File: src/rtl/multicycle_controller.sv
// Multicycle RISC-V control FSM: sequences fetch/decode/execute/writeback over the
// shared datapath and decodes every mux select, write enable and ALU operation.
module multicycle_controller (
    input  logic       clk,
    input  logic       reset,
    input  logic [6:0] op,
    input  logic [2:0] funct3,
    input  logic       funct7b5,
    input  logic       zero,
    output logic       pc_write,
    output logic       adr_src,
    output logic       mem_write,
    output logic       ir_write,
    output logic [1:0] result_src,
    output logic [1:0] alu_src_a,
    output logic [1:0] alu_src_b,
    output logic [2:0] alu_control,
    output logic [1:0] imm_src,
    output logic       reg_write,
    output logic       instr_done,
    output logic       illegal_instr,
    output logic [3:0] state
);
    typedef enum logic [3:0] {
        S_FETCH    = 4'd0,
        S_DECODE   = 4'd1,
        S_MEMADR   = 4'd2,
        S_MEMREAD  = 4'd3,
        S_MEMWB    = 4'd4,
        S_MEMWRITE = 4'd5,
        S_EXECUTER = 4'd6,
        S_EXECUTEI = 4'd7,
        S_ALUWB    = 4'd8,
        S_BEQ      = 4'd9,
        S_JAL      = 4'd10
    } state_e;

    localparam logic [6:0] OP_LW  = 7'b0000011;
    localparam logic [6:0] OP_SW  = 7'b0100011;
    localparam logic [6:0] OP_R   = 7'b0110011;
    localparam logic [6:0] OP_I   = 7'b0010011;
    localparam logic [6:0] OP_BEQ = 7'b1100011;
    localparam logic [6:0] OP_JAL = 7'b1101111;

    state_e state_q, state_d;
    logic   illegal_q, illegal_d;
    logic   op_legal;

    assign op_legal = (op == OP_LW) || (op == OP_SW) || (op == OP_R) ||
                      (op == OP_I) || (op == OP_BEQ) || (op == OP_JAL);

    always_comb begin
        state_d   = S_FETCH;
        illegal_d = illegal_q;
        case (state_q)
            S_FETCH:    state_d = S_DECODE;
            S_DECODE: begin
                case (op)
                    OP_LW, OP_SW: state_d = S_MEMADR;
                    OP_R:         state_d = S_EXECUTER;
                    OP_I:         state_d = S_EXECUTEI;
                    OP_BEQ:       state_d = S_BEQ;
                    OP_JAL:       state_d = S_JAL;
                    default: begin
                        state_d   = S_FETCH;
                        illegal_d = 1'b1;
                    end
                endcase
            end
            S_MEMADR:   state_d = (op == OP_LW) ? S_MEMREAD : S_MEMWRITE;
            S_MEMREAD:  state_d = S_MEMWB;
            S_EXECUTER, S_EXECUTEI, S_JAL: state_d = S_ALUWB;
            default:    state_d = S_FETCH;
        endcase
        if (reset) begin
            state_d   = S_FETCH;
            illegal_d = 1'b0;
        end
    end

    always_ff @(posedge clk) begin
        state_q   <= state_d;
        illegal_q <= illegal_d;
    end

    // While reset is high the outputs show FETCH, with enables gated off below.
    state_e     dec_state;
    logic [1:0] alu_op;
    logic       branch, pc_update, ir_wr, reg_wr, mem_wr, done;

    assign dec_state = reset ? S_FETCH : state_q;

    always_comb begin
        adr_src    = 1'b0;
        result_src = 2'b00;
        alu_src_a  = 2'b00;
        alu_src_b  = 2'b00;
        alu_op     = 2'b00;
        branch     = 1'b0;
        pc_update  = 1'b0;
        ir_wr      = 1'b0;
        reg_wr     = 1'b0;
        mem_wr     = 1'b0;
        done       = 1'b0;
        case (dec_state)
            S_FETCH: begin
                ir_wr = 1'b1; alu_src_b = 2'b10; result_src = 2'b10; pc_update = 1'b1;
            end
            S_DECODE: begin
                alu_src_a = 2'b01; alu_src_b = 2'b01; done = ~op_legal;
            end
            S_MEMADR:   begin alu_src_a = 2'b10; alu_src_b = 2'b01; end
            S_MEMREAD:  adr_src = 1'b1;
            S_MEMWB:    begin result_src = 2'b01; reg_wr = 1'b1; done = 1'b1; end
            S_MEMWRITE: begin adr_src = 1'b1; mem_wr = 1'b1; done = 1'b1; end
            S_EXECUTER: begin alu_src_a = 2'b10; alu_op = 2'b10; end
            S_EXECUTEI: begin alu_src_a = 2'b10; alu_src_b = 2'b01; alu_op = 2'b10; end
            S_ALUWB:    begin reg_wr = 1'b1; done = 1'b1; end
            S_BEQ: begin
                alu_src_a = 2'b10; alu_op = 2'b01; branch = 1'b1; done = 1'b1;
            end
            S_JAL: begin
                alu_src_a = 2'b01; alu_src_b = 2'b10; pc_update = 1'b1;
            end
            default: ;
        endcase
    end

    always_comb begin
        alu_control = 3'b000;
        case (alu_op)
            2'b01: alu_control = 3'b001;
            2'b10: begin
                case (funct3)
                    3'b000:  alu_control = ({op[5], funct7b5} == 2'b11) ? 3'b001 : 3'b000;
                    3'b010:  alu_control = 3'b101;
                    3'b110:  alu_control = 3'b011;
                    3'b111:  alu_control = 3'b010;
                    default: alu_control = 3'b000;
                endcase
            end
            default: alu_control = 3'b000;
        endcase
    end

    always_comb begin
        case (op)
            OP_SW:   imm_src = 2'b01;
            OP_BEQ:  imm_src = 2'b10;
            OP_JAL:  imm_src = 2'b11;
            default: imm_src = 2'b00;
        endcase
    end

    assign pc_write      = ~reset & (pc_update | (branch & zero));
    assign ir_write      = ~reset & ir_wr;
    assign reg_write     = ~reset & reg_wr;
    assign mem_write     = ~reset & mem_wr;
    assign instr_done    = ~reset & done;
    assign illegal_instr = illegal_q;
    assign state         = state_q;
endmodule

File: config.mk
export PLATFORM = sky130hd
export DESIGN_NAME = multicycle_controller
export DESIGN_NICKNAME = d
export VERILOG_FILES = /design/src/rtl/multicycle_controller.sv
export SDC_FILE = /design/constraint.sdc
export NUM_CORES = 1
export LEC_CHECK = 0
export BUFFER_PORTS_ARGS = -buffer_cell sky130_fd_sc_hd__buf_2
export CORE_ASPECT_RATIO = 0.6
export CORE_MARGIN = 2
export CORE_UTILIZATION = 25
export CTS_CLUSTER_DIAMETER = 30
export DETAILED_ROUTE_END_ITERATION = 6
export PLACE_DENSITY = 0.61
export SLEW_MARGIN = 20
export SYNTH_ARGS = -nofsm -noshare
export SYNTH_HDL_FRONTEND = slang
export SYNTH_SLANG_ARGS = --single-unit
File: constraint.sdc
create_clock -name clk -period 2 [get_ports clk]
set_input_delay 0.4 -clock clk [delete_from_list [all_inputs] [get_ports clk]]
set_output_delay 0.4 -clock clk [all_outputs]
set_load 0.01 [all_outputs]
After elaboration in Yosys (flattened, before gate mapping)
Index checks and enable logic that the tools add are counted.
{ "classes": {"eq_ne": 28, "n_mux": 19, "bitwise_logic": 10, "reduce_logical": 20} }
{ "ops": {"columns": ["op", "count"], "rows": [
  ["case mux 4 bit (5 select lines)", 2],
  ["equality test 4 x 3 -> 1 bit (second input constant)", 6],
  ["equality test 4 x 2 -> 1 bit (second input constant)", 4],
  ["equality test 4 bit (second input constant)", 4],
  ["case mux 2 bit (2 select lines)", 4],
  ["equality test 7 x 6 -> 1 bit (second input constant)", 2],
  ["equality test 7 bit (second input constant)", 2],
  ["case mux 3 bit (4 select lines)", 1],
  ["OR reduction 2 bit", 6],
  ["equality test 4 x 1 -> 1 bit (second input constant)", 2],
  ["logical NOT 4 bit", 2],
  ["OR reduction 4 bit", 2],
  ["equality test 7 x 2 -> 1 bit (second input constant)", 1],
  ["equality test 7 x 5 -> 1 bit (second input constant)", 1],
  ["two-way mux 1 bit", 7],
  ["bitwise AND 1 bit", 6],
  ["equality test 3 bit (second input constant)", 2],
  ["case mux 2 bit (3 select lines)", 1],
  ["case mux 3 bit (2 select lines)", 1],
  ["OR reduction 3 bit", 2],
  ["OR reduction 6 bit", 1],
  ["logical OR 1 bit", 5],
  ["equality test 2 bit (second input constant)", 2],
  ["two-way mux 4 bit", 1],
  ["8 further kinds", 10]
]} }
{ "totals": {"ff_bits": 5, "output_inout_bits": 22, "elab_cells": 79} }

Depth between registers and ports, before layout
{ "logic_depth": {"depth_word": 9, "depth_mapped": 7} }

Worst setup path before layout
Ideal clock, no wire load.
{ "synth_timing": {"kind": "reg2out", "from": "register state_q[2] (netlist: state[2])", "to": "output port alu_control[2]", "t_arrival_ps": 1587, "t_required_ps": 1600, "path_slack_ps": 13, "path_stages_with_launch": 6, "path_buffers": 1, "cell_sequence": "dfxtp_1 > buf_2 > nand2b_1 > nor3_1 > ha_1 > nor4_1"} }
{ "synth_via": {"elab_chain_len": 6, "word_cells_on_any_way": 9, "classes_between": "eq/ne: 5; mux: 3; reduce/logical: 1"} }
{ "synth_lines": {"columns": ["element", "line_no", "source"], "rows": [
  ["start: declaration", "45", "state_e state_q, state_d;"],
  ["start signal: assignment", "82", "state_q <= state_d;"],
  ["two-way mux 4 bit (*)", "91", "assign dec_state = reset ? S_FETCH : state_q;"],
  ["equality test 4 x 3 -> 1 bit", "105", "case (dec_state)"],
  ["OR reduction 2 bit (no source line)", null, null],
  ["case mux 2 bit (2 select lines) (*)", "105", null],
  ["equality test 2 bit or equality test 2 x 1 -> 1 bit (tied branches)", "131", "case (alu_op)"],
  ["case mux 3 bit (2 select lines) (*)", "131", null],
  ["end: declaration", "17", "output logic [2:0] alu_control,"]
]} }
Every way passes the cells marked *; elsewhere a longest branch is shown, timed or not.

Final worst setup path
{ "layout_timing": {"from": "register state_q[1] (netlist: state[1])", "to": "output port alu_control[2]"} }
The elaborated chain is that of the path after synthesis.

==> flow_summary.json <==
{
  "start_kind": "register",
  "clkTransAtPathRegs_ns": 0.04,
  "p_leak_nw": 0.464,
  "finalSetupViolations": 0,
  "synth_warnings": 0,
  "rrSetupSlack_ns": 0.84,
  "via_per_inst": 5.22,
  "crit_type": "register to primary output",
  "synth.ff_latch_count": 5,
  "gp_congestion": 0.789,
  "layout.cells.non_filler": 167,
  "critPathBufInv": 1,
  "portBuffers": 35,
  "hold_ws_ns": 0.489,
  "drc": 0,
  "cp_top_family": "simple AND/OR/NAND/NOR gates",
  "antenna_found_initial": 0,
  "synth_cell_types": 41,
  "drive_gt1_share_pct": 48.9,
  "max_cap_violations": 0,
  "required_ns": 1.60,
  "die_area_sq_mm": 0.00305,
  "slowest_delay_ns": 0.37,
  "area_growth_syn_to_layout_pct": 58.2,
  "pre_cts_ws_ns": -0.0964,
  "reg2reg_depth": 4,
  "die_w_um": 70.0,
  "crit_fanout": 5,
  "setup_slack_ns": 0.0826,
  "wire_per_inst_um": 12.9,
  "drt-initial-drc-count": 44,
  "power_density_mw_per_mm2": 390,
  "root_buffer": "clkbuf_8",
  "synth_nets": 108,
  "synth_area_per_cell_sq_um": 7.10,
  "finClkSkew_ns": 0.00406,
  "worst_setup_path_end_kind": "primary output",
  "io_pins": 36,
  "cp_slowest_cell": "dfxtp_4",
  "finalWorstPathRequiredPeriod_ns": 1.92,
  "n_antenna_cell": 0,
  "synth-seq-area-share_pct": 15.3,
  "synth_edf_count": 0,
  "rsz0062_at_grt": "true",
  "gr-total-overflow": 0,
  "cts-buffers-inserted": 3,
  "hold_viol_final": 0,
  "synth_ff_type": "dfxtp_1",
  "die_y_um": 43.6,
  "dp_cells": 162,
  "num_rows": 14,
  "htree_levels": 1,
  "gr-usage-all-layers_pct": 15.0,
  "wirelength_um": 2160,
  "nets": 152,
  "grt_pass1_wl_um": 3590,
  "slew_headroom_pct": 76.9,
  "r2r_end": "state[2]",
  "fin_crit_sh_pct": 95.9,
  "tns_ns": 0,
  "ys_async_sr_fraction_pct": 0,
  "start_util_pct": 26.3,
  "final_common_cell": "buf_2",
  "dr.pass1.iters": 4,
  "cts_tree": "done",
  "peakVddDrop_mv": 0.194,
  "r2r-start": "state[2]",
  "cp.depth": 5,
  "syn-instance-count": 92,
  "worstMarginPinSlew_ns": 0.341,
  "worstHoldPathType": "register to register",
  "synth_area_sq_um": 653,
  "grt_max_degree": 15,
  "fmax_mhz": 522,
  "core_sq_mm": 0.00249,
  "mostFrequentLayoutCells": "35 x buf_2, 10 x buf_4, 6 x nor2_1, 6 x o21ai_0, 5 x inv_1",
  "final-max-slew-violation-count": 0,
  "clock_path_buffers": 2,
  "clk_latency_ns": 0.23,
  "clock_sinks": 5,
  "crit_start": "state[1]",
  "grt_pass1_vias": 779,
  "worstPathArrival_ns": 1.52,
  "crit_path_cell_trace": "nor3b_4 > nand2_2 > ha_4 > nor4_2 > buf_2",
  "antenna_left": 0,
  "dp_hpwl_um": 1680,
  "endpoint": "alu_control[2]",
  "status": "complete, no violations",
  "final_util_pct": 41.5,
  "vias": 871
}
==> how the worst min path moves through the flow <==
stage	end	from	depth (start not counted)	slack [ns]
detailed placement	illegal_instr	illegal_instr	2	0.47
CTS	illegal_instr	illegal_instr	2	0.49
finish	illegal_instr	illegal_instr	2	0.49
global route	state[3]	op[0]	3	0.51
global placement	illegal_instr	illegal_instr	2	0.46
floorplan	illegal_instr	illegal_instr	2	0.49
==> cell type report <==
cell class / instances / area, sq um
flip-flops and latches: 5 / 106
clock inverters: 1 / 5.00
repair buffers: 45 / 250
clock buffers: 3 / 41.3
multi-input cells: 75 / 566
inverters: 6 / 25.0
fillers: 258 / 1450
well taps: 32 / 40.0
==> worst reg2reg max path, cell delays in order (launching register included) <==
cell and delay, ns:
dfxtp_2 0.34, buf_4 0.16, nor3_1 0.21, o21ai_0 0.13, a221oi_1 0.22
==> synth_stat cells (2+ instances only) <==
cell type	number	area [sq um]
a211oi_1	2	15.0
a21oi_1	4	20.0
and3b_1	2	17.5
buf_2	4	20.0
clkbuf_1	2	7.51
dfxtp_1	5	100
ha_1	2	25.0
inv_1	6	22.5
nand2_1	4	15.0
nand2b_1	4	25.0
nand3_1	2	10.0
nand3b_1	2	15.0
nor2_1	6	22.5
nor2b_1	5	31.3
nor3_1	5	25.0
nor3b_1	2	15.0
nor4_1	3	18.8
o21ai_0	7	35.0
xnor2_1	3	26.3
==> power by group <==
part / total, mW / switching [mW] / internal [mW]
logic: 0.105 / 0.0573 / 0.0478
registers: 0.105 / 0.00246 / 0.103
clock network: 0.192 / 0.0578 / 0.134
total: 0.403 / 0.118 / 0.285
==> cell families (layout without fill, tap and decap cells) <==
logic type / count (synthesis) / count (layout) / synth area share (%)
xor+xnor: 4 / 4 / 5.36
mux: 1 / 1 / 1.72
buf+inv: 12 / 55 / 7.66
fa+ha+maj: 2 / 2 / 3.83
compound gates: 22 / 22 / 22.4
simple gates: 46 / 46 / 43.7
flops: 5 / 5 / 15.3
==> metrics by stage <==
stage,power [mW],instance area [sq um]
finish,0.403,1030
detailed placement,0.206,908
floorplan,0.159,653
global placement,0.202,908
CTS,0.401,1010
global route,0.423,1030
==> flip-flops by register name, summed over array words and instances (netlist names) <==
| register | cells |
|---|---|
| illegal_instr | 1 |
| state | 4 |
==> repair_timing <==
action                     4_1_cts  5_1_grt
buffers inserted                 1        0
hold buffers                     0        0
setup endpoints to repair        4        3
resized for setup               12        7
pin swaps                        3        5
==> layer usage <==
metal,up-vias,track usage (%),share of wire [%]
met3,2,6.28,8.6
li1,423,-,-
met5,-,0,0
met1,405,18.5,46
met2,41,25.5,45
met4,0,2.31,0.19
Power figures use the tool's default switching activity.
